File: src/rtl/wb_stage_buffered.sv
// Writeback stage: selects ALU/load/link result, queues register-file writes in a
// DEPTH-entry FIFO, offers forwarding over pending writes and counts retirements.
module wb_stage_buffered #(
   parameter int DATA_W   = 32,
   parameter int RA_W     = 4,
   parameter int LINK_REG = 15,
   parameter int PC_INC   = 1,
   parameter int DEPTH    = 4,
   parameter int CNT_W    = 32
) (
   input  logic              clk,
   input  logic              rst,
   input  logic              in_valid,
   output logic              in_ready,
   input  logic [DATA_W-1:0] pc_in,
   input  logic [RA_W-1:0]   rd_in,
   input  logic              wb_en_in,
   input  logic              is_ld_in,
   input  logic              is_call_in,
   input  logic [DATA_W-1:0] alu_res_in,
   input  logic [DATA_W-1:0] ld_res_in,
   input  logic              rf_grant,
   output logic              rf_we,
   output logic [RA_W-1:0]   rf_waddr,
   output logic [DATA_W-1:0] rf_wdata,
   input  logic [RA_W-1:0]   fwd_addr,
   output logic              fwd_hit,
   output logic [DATA_W-1:0] fwd_data,
   output logic [CNT_W-1:0]  retire_cnt,
   output logic              sel_err
);

   localparam int PTR_W = $clog2(DEPTH);

   logic [RA_W-1:0]   addr_q [DEPTH];
   logic [DATA_W-1:0] data_q [DEPTH];
   logic [PTR_W-1:0]  rd_ptr_q, rd_ptr_d;
   logic [PTR_W-1:0]  wr_ptr_q, wr_ptr_d;
   logic [PTR_W:0]    count_q, count_d;
   logic [CNT_W-1:0]  retire_cnt_q, retire_cnt_d;
   logic              sel_err_q, sel_err_d;

   logic              empty, accept, sel_legal, push, pop;
   logic [RA_W-1:0]   push_addr;
   logic [DATA_W-1:0] push_data;

   assign empty     = (count_q == '0);
   assign in_ready  = !rst && (count_q < (PTR_W+1)'(DEPTH));
   assign accept    = in_valid && in_ready;
   assign sel_legal = !(is_ld_in && is_call_in);
   assign push      = accept && wb_en_in && sel_legal;
   // Write strobe is suppressed during reset so nothing leaks out of a queue being flushed.
   assign pop       = !rst && !empty && rf_grant;

   always_comb begin
      push_addr = rd_in;
      push_data = alu_res_in;
      if (is_call_in) begin
         push_addr = RA_W'(LINK_REG);
         push_data = pc_in + DATA_W'(PC_INC);
      end else if (is_ld_in) begin
         push_data = ld_res_in;
      end
   end

   always_comb begin
      rd_ptr_d     = rd_ptr_q;
      wr_ptr_d     = wr_ptr_q;
      count_d      = count_q;
      retire_cnt_d = retire_cnt_q;
      sel_err_d    = sel_err_q;
      if (pop)  rd_ptr_d = rd_ptr_q + 1'b1;
      if (push) wr_ptr_d = wr_ptr_q + 1'b1;
      if (push && !pop)      count_d = count_q + 1'b1;
      else if (pop && !push) count_d = count_q - 1'b1;
      if (accept) begin
         retire_cnt_d = retire_cnt_q + 1'b1;
         if (!sel_legal) sel_err_d = 1'b1;
      end
   end

   always_ff @(posedge clk) begin
      if (rst) begin
         rd_ptr_q     <= '0;
         wr_ptr_q     <= '0;
         count_q      <= '0;
         retire_cnt_q <= '0;
         sel_err_q    <= 1'b0;
      end else begin
         rd_ptr_q     <= rd_ptr_d;
         wr_ptr_q     <= wr_ptr_d;
         count_q      <= count_d;
         retire_cnt_q <= retire_cnt_d;
         sel_err_q    <= sel_err_d;
      end
   end

   always_ff @(posedge clk) begin
      if (push) begin
         addr_q[wr_ptr_q] <= push_addr;
         data_q[wr_ptr_q] <= push_data;
      end
   end

   assign rf_we      = pop;
   assign rf_waddr   = empty ? '0 : addr_q[rd_ptr_q];
   assign rf_wdata   = empty ? '0 : data_q[rd_ptr_q];
   assign retire_cnt = retire_cnt_q;
   assign sel_err    = sel_err_q;

   // Walk entries oldest to youngest so the last match wins.
   always_comb begin
      fwd_hit  = 1'b0;
      fwd_data = '0;
      for (int i = 0; i < DEPTH; i++) begin
         if (((PTR_W+1)'(i) < count_q) && (addr_q[rd_ptr_q + PTR_W'(i)] == fwd_addr)) begin
            fwd_hit  = 1'b1;
            fwd_data = data_q[rd_ptr_q + PTR_W'(i)];
         end
      end
   end

endmodule

File: config.mk
export PLATFORM = sky130hd
export DESIGN_NAME = wb_stage_buffered
export DESIGN_NICKNAME = d
export VERILOG_FILES = /design/src/rtl/wb_stage_buffered.sv
export SDC_FILE = /design/constraint.sdc
export NUM_CORES = 1
export LEC_CHECK = 0
export CORE_MARGIN = 1
export CORE_UTILIZATION = 30
export CTS_CLUSTER_SIZE = 16
export DETAILED_ROUTE_END_ITERATION = 7
export PLACE_DENSITY_LB_ADDON = 0.05
export REMOVE_ABC_BUFFERS = 1
export SLEW_MARGIN = 20
export SYNTH_ARGS = -nofsm -noshare
export SYNTH_HDL_FRONTEND = slang
export SYNTH_SLANG_ARGS = --single-unit
File: constraint.sdc
create_clock -name clk -period 6.2 [get_ports clk]
set_input_delay 1.86 -clock clk [delete_from_list [all_inputs] [get_ports clk]]
set_output_delay 1.86 -clock clk [all_outputs]
set_load 0.05 [all_outputs]
==> summary.txt, run 1 <==
Outcome
  • Status: complete, no violations

Logic synthesis
  • Mapped cell area: 0.0123 sq mm
  • Most numerous cell in the Yosys netlist: edfxtp_1
  • Synth unique cells: 43
  • Cells after Synth: 983
  • Top cell type's share of synthesized area: 35.2%
  • Async SR Flop Fraction: 0%
  • Synthesis-stage register bit count: 186
  • Most frequent cells after synthesis: edfxtp_1, mux4_2, nand2_1
  • Sequential area share after synthesis: 42.1%
  • Post-synth top area cell: edfxtp_1
  • Synth area leaders: edfxtp_1, mux4_2, dfxtp_1, xor2_1, xnor2_1
  • Top_reg_cell synth: edfxtp_1
  • Post-synth EDFFs: 144
  • Synth warnings: 0
  • Avg Cell Area, Syn: 12.5 sq um

Global routing
  • GRT overflow: 0
  • Antenna violations before repair: 0
  • Tot GR Track Use: 18.4%
  • Number of global-route vias before repair: 9,138
  • First-pass GRT wire length: 57.0 mm
  • Largest net degree at the start of global routing: 57

Worst setup path
  • Reg2reg start: count_q[0]
  • Reg-to-Reg End: count_q[2]
  • Critical path origin: fwd_addr[0]
  • CP Class: in -> out
  • Crit. End Element: primary output
  • Worst R2R Setup Slack: 3130 ps
  • Data arrival time of the critical path: 4190 ps
  • Crit path required time: 4340 ps
  • Worst Setup EP: fwd_data[15]
  • Worst r2r path cells: 8
  • Critical Path Fanout Max: 33
  • Startpoint types: input port

Timing
  • RSZ-0062 raised after global routing: false
  • Final Hold Viols: 0
  • Fin Setup TNS: 0 ps
  • Worst-Margin Slew: 974 ps
  • Fmax achieved: 0.165 GHz
  • Slew Limit Fails: 0
  • Final WS setup: 150 ps
  • Setup Viol. Count Final: 0
  • Max-Slew Margin vs Limit: 35.1%
  • Period minus WS final: 6050 ps
  • Final setup skew: 7.87 ps
  • Final Cycle Share: 97.6%

Clocking
  • CTS tree: built
  • H-tree level count: 4
  • Maximum root-to-sink buffer count: 2
  • Clk slew on worst S/H paths: 70 ps
  • CTS resizes: 0
  • Hold Buf Count CTS: 0
  • Clock latency at the later pin of the worst-skew pair: 440 ps
  • # Post-CTS Setup Buffers: 0
  • Num CTS Buffers: 17
  • CTS Root Cell: clkbuf_16
  • Clock sinks: 186

Final layout
  • Ant diodes: 0
  • Fillers: 3,798
  • Footprint of the multi-input gates: 0.00671 sq mm
  • Area delta synth->final: 30.6%
  • Layout Nets: 1,284
  • Post-Layout Cell Count: 1,700
  • Sequential cell area: 0.00518 sq mm
  • Layout cell share with drive strength beyond 1: 22.9%

Route
  • Initial DRC Count: 650
  • Final wirelength: 37.8 mm
  • Remaining DRCs: 0
  • Pre-antenna DRT Iters: 5
  • Antenna Violating Nets Remaining: 0
  • Uppermost routed layer: met4
  • Detailed-routed wire length on met3: 1.80 mm
  • DR vias: 9,162
  • Drt wl/cell: 22.3 um
  • Drt via density: 5.39
  • WL met2: 18.4 mm
  • Met1 Wirelength: 17.1 mm

Floorplanning
  • Row Count: 73
  • Starting Density: 30.6%
  • Core footprint: 0.0401 sq mm
  • Die ar.: 0.0418 sq mm
  • Die Y: 204 um
  • Top-Level Pins: 215
  • DIE WIDTH: 204 um

Pwr
  • VDD IR max: 178 uV
  • Total design power: 3.89 mW
  • Power density cells: 243 mW/mm^2
  • P_leak: 4.98 nW

Job
  • Max Cap Violations: 0

Placed design
  • Input/output buffers: 214
  • Gpl congestion: 0.743
  • Post-Place Setup Slack: 183 ps
  • DP HPWL: 25.0 mm
  • Placed Instances: 1,668

Worst hold path
  • Min-delay worst type: reg -> reg
[metrics by stage]
step | area [sq um] | hold WS [ps] | util [%]
detailed placement | 15400 | 494 | 38.4
floorplan | 11900 | 514 | -
global route | 16000 | 537 | 40.0
global placement | 15400 | 476 | 38.4
finish | 16000 | 503 | 40.0
CTS | 16000 | 507 | 40.0
[power by group]
group	leakage (nW)	internal (mW)	switching [mW]
Combinational	3.02	0.581	0.743
Sequential	1.64	1.37	0.0400
Clock	0.313	0.676	0.478
Total	4.98	2.63	1.26
[registers in the layout, indices dropped and copies added (netlist names), named ones only]
register / flops
count_q: 3
addr_q: 16
wr_ptr_q: 2
data_q: 128
rd_ptr_q: 2
sel_err: 1
retire_cnt: 32
[critical path, stage by stage]
cell	delay, ps
clkdlybuf4s50_1	550
xnor2_1	330
nand4_1	330
and2_2	310
buf_12	190
a31oi_1	390
buf_12	200
[placed cells by master (no fill, tap or decap), types with 7 or more instances in the layout]
cell / instances
nor3_1: 7
mux2_2: 12
nand2_1: 67
xnor2_1: 38
buf_4: 17
ha_1: 11
clkbuf_16: 21
dfxtp_1: 38
nand4_1: 14
edfxtp_1: 144
o21ai_0: 17
buf_12: 46
nand3_1: 56
inv_1: 9
clkdlybuf4s50_1: 177
mux4_2: 134
and3_1: 9
nor2_1: 58
and4_1: 8
nor2b_1: 21
a31oi_1: 33
and2_1: 38
a21oi_1: 29
mux2i_1: 20
or2_2: 7
o22ai_1: 32
xor2_1: 41
a211oi_1: 20
[cell families after synthesis]
family | Yosys count | share of synthesized area (%)
flip-flops | 186 | 42.1
buffers and inverters | 91 | 3.54
AND/OR/NAND/NOR | 307 | 12.8
XOR/XNOR | 79 | 5.63
multiplexers | 168 | 27.7
adder cells (fa/ha/maj) | 11 | 1.12
AO/OA/AOI/OAI | 141 | 7.14
[metal layers]
metal | track usage, % | vias up
li1 | - | 4215
met1 | 24.8 | 4680
met2 | 30.0 | 244
met3 | 3.32 | 23
met4 | 5.22 | 0
met5 | 0 | -
[layout make-up]
cell class                      count  share of cell area [%]
Clock buffer                       26                    3.52
Timing Repair Buffer              242                    17.6
Inverter                            9                   0.211
Clock inverter                      6                   0.429
Sequential cell                   186                    32.3
Tap cell                          525                    4.09
Multi-Input combinational cell    706                    41.8
[worst min-delay path by stage]
stage / start / to / depth (start not counted)
after detailed placement: sel_err / sel_err / 2
after CTS: sel_err / sel_err / 2
final: sel_err / sel_err / 2
after floorplan: wr_ptr_q[1] / wr_ptr_q[1] / 2
after global routing: sel_err / sel_err / 2
after global placement: sel_err / sel_err / 2
No activity file was read; power rests on OpenSTA's default activity.
==> run 2, diff against run 1 <==
CTS_BUF_LIST = sky130_fd_sc_hd__clkbuf_8   (was not set)
SETUP_SLACK_MARGIN = 0.5   (was not set)
clock period = 6.8 ns   (was 6.2 ns; I/O delays follow)
==> summary.txt, run 2 (synthesis results as in run 1) <==
Global routing
  • Met1 Use GR: 24.5% (was 24.8%)
  • Tot GR Track Use: 18.5% (was 18.4%)
  • GRT overflow: 0 (unchanged)
  • Number of global-route vias before repair: 9,254 (was 9,138)
  • Busiest grt layer: met2 (unchanged)
  • Met3 usage: 3.32% (unchanged)
  • Antenna violations before repair: 1 (was 0)
  • First-pass GRT wire length: 57.3 mm (was 57.0 mm)
  • GR Layer Usage met2: 31.2% (was 30.0%)
  • Largest net degree at the start of global routing: 62 (was 57)

Route
  • Antenna Violating Nets Remaining: 0 (unchanged)
  • Initial DRC Count: 564 (was 650)
  • Drt via density: 5.37 (was 5.39)
  • Pre-antenna DRT Iters: 5 (unchanged)
  • Remaining DRCs: 0 (unchanged)
  • DR vias: 9,150 (was 9,162)
  • Final wirelength: 38.2 mm (was 37.8 mm)
  • Drt wl/cell: 22.4 um (was 22.3 um)

Job
  • Max Cap Violations: 0 (unchanged)

Clocking
  • H-tree level count: 4 (unchanged)
  • CTS tree: built (unchanged)
  • Clk slew on worst S/H paths: 100 ps (was 70 ps)
  • Hold Buf Count CTS: 0 (unchanged)
  • Clock sinks: 186 (unchanged)
  • Num CTS Buffers: 17 (unchanged)
  • CTS Root Cell: clkbuf_8 (was clkbuf_16)
  • Maximum root-to-sink buffer count: 2 (unchanged)
  • Clock latency at the later pin of the worst-skew pair: 470 ps (was 440 ps)

Timing
  • Fmax achieved: 0.163 GHz
  • Final setup skew: 18.2 ps (was 7.87 ps)
  • Final Hold Viols: 0 (unchanged)
  • Hold slack: 495 ps (was 503 ps)
  • Period minus WS final: 6130 ps
  • Final WS setup: 670 ps (was 150 ps)
  • Setup Viol. Count Final: 0 (unchanged)
  • Max-Slew Margin vs Limit: 31.4% (was 35.1%)
  • Final Cycle Share: 90.1%
  • Worst-Margin Slew: 1020 ps (was 974 ps)
  • RSZ-0062 raised after global routing: false (unchanged)
  • Fin Setup TNS: 0 ps (unchanged)
  • Slew Limit Fails: 0 (unchanged)

Floorplanning
  • Top-Level Pins: 215 (unchanged)
  • Core footprint: 0.0401 sq mm (unchanged)
  • Starting Density: 30.6% (unchanged)
  • Row Count: 73 (unchanged)
  • Die ar.: 0.0418 sq mm (unchanged)
  • DIE WIDTH: 204 um (unchanged)
  • Die Y: 204 um (unchanged)

Pwr
  • Cell internal pwr: 2.18 mW (was 2.63 mW)
  • Psw: 1.12 mW (was 1.26 mW)
  • Sw Share: 33.9% (was 32.4%)
  • Power density cells: 206 mW/mm^2 (was 243 mW/mm^2)
  • P_leak: 4.93 nW (was 4.98 nW)
  • Logic pwr share: 36.4% (was 34.0%)
  • Share of power burned in registers: 39.4% (was 36.3%)
  • Clock power share: 24.1% (was 29.7%)
  • VDD IR max: 101 uV (was 178 uV)

Placed design
  • Placed Instances: 1,667 (was 1,668)
  • DP HPWL: 25.6 mm (was 25.0 mm)
  • Input/output buffers: 214 (unchanged)
  • Post-Place Setup Slack: 250 ps (was 183 ps)
  • Gpl congestion: 0.756 (was 0.743)

Worst setup path
  • CP Class: in -> out (unchanged)
  • Startpoint types: input port (unchanged)
  • Crit. End Element: primary output (unchanged)
  • Data arrival time of the critical path: 4090 ps (was 4190 ps)
  • Crit path required time: 4760 ps (was 4340 ps)
  • Critical Path Fanout Max: 13 (was 33)

Final layout
  • Area delta synth->final: 30.1% (was 30.6%)
  • Ant diodes: 0 (unchanged)
  • Post-Layout Cell Count: 1,704 (was 1,700)
  • Layout cell share with drive strength beyond 1: 25.4% (was 22.9%)
  • Most frequent cells in the layout: clkdlybuf4s50_1, edfxtp_1, mux4_2 (unchanged)
  • Commonest non-fill, non-tap cell in the layout: clkdlybuf4s50_1 (unchanged)
  • Layout Nets: 1,288 (was 1,284)
  • Number of flip-flops in the largest register: 128 (unchanged)
  • Top reg by flops: data_q (unchanged)
  • Layout Utilization: 39.9% (was 40.0%)

Worst hold path
  • Min-delay worst type: reg -> reg (unchanged)

Outcome
  • Status: complete, no violations (unchanged)
## run 2: path summary, 6_finish.rpt
check                           depth (start not counted)             to  slack [ps]         from
worst max-delay path                                   11   fwd_data[23]         670  fwd_addr[0]
worst min-delay path                                    2        sel_err         490      sel_err
worst max register to register                          5  data_q[3][14]        3640   count_q[2]
worst min register to register                          2        sel_err         490      sel_err
## run 2: layer usage
metal  part of all wire [%]  up-vias  wire length [um]
met3                    5.5       32              2100
met2                     49      292             18700
met1                     44     4613             16800
met5                      0        -                 0
li1                       -     4213                 -
met4                    1.6        0               617
## run 2: cell type report
cell class	count	area, sq um
Multi-Input combinational cell	706	6890
Fill cell	3810	24100
Tap cell	525	657
Timing Repair Buffer	246	2810
Clock inverter	12	144
Clock buffer	20	275
Inverter	9	33.8
Sequential cell	186	5180
## run 2: metrics by stage
step           cell area (sq um)  power [mW]
2_1_floorplan              11900        2.12
3_3_place_gp               15300        2.54
3_5_place_dp               15300        2.53
4_1_cts                    16000        3.34
5_1_grt                    16000        3.44
6_report                   16000        3.29
## run 2: power groups by stage
stage          clock (mW)  sequential [mW]  combinational, mW
6_report            0.794             1.30               1.20
4_1_cts             0.818             1.30               1.22
3_5_place_dp            0             1.33               1.21
2_1_floorplan           0             1.38              0.735
3_3_place_gp            0             1.33               1.21
5_1_grt             0.858             1.31               1.28
## run 2: worst max-delay path, cell delays in order
cell and delay (ps):
dlygate4sd2_1 300, buf_4 170, xnor2_1 180, nor3_1 100
buf_4 200, o211ai_4 240, buf_12 160, buf_16 160
o22ai_1 120, a31oi_2 260, buf_12 170
## run 2: timing repair
| item | CTS | global route |
|---|---|---|
| gates cloned | 1 | 0 |
| endpoints found under the setup margin | 32 | 32 |
| pin swaps | 2 | 0 |
| buffers inserted | 4 | 0 |
| gates resized for setup | 31 | 3 |
==> run 3, diff against run 2 <==
CORE_MARGIN = not set   (was 1)
==> results of run 3 <==
Same layout as run 2: the final DEF is identical, and so are final timing and power.
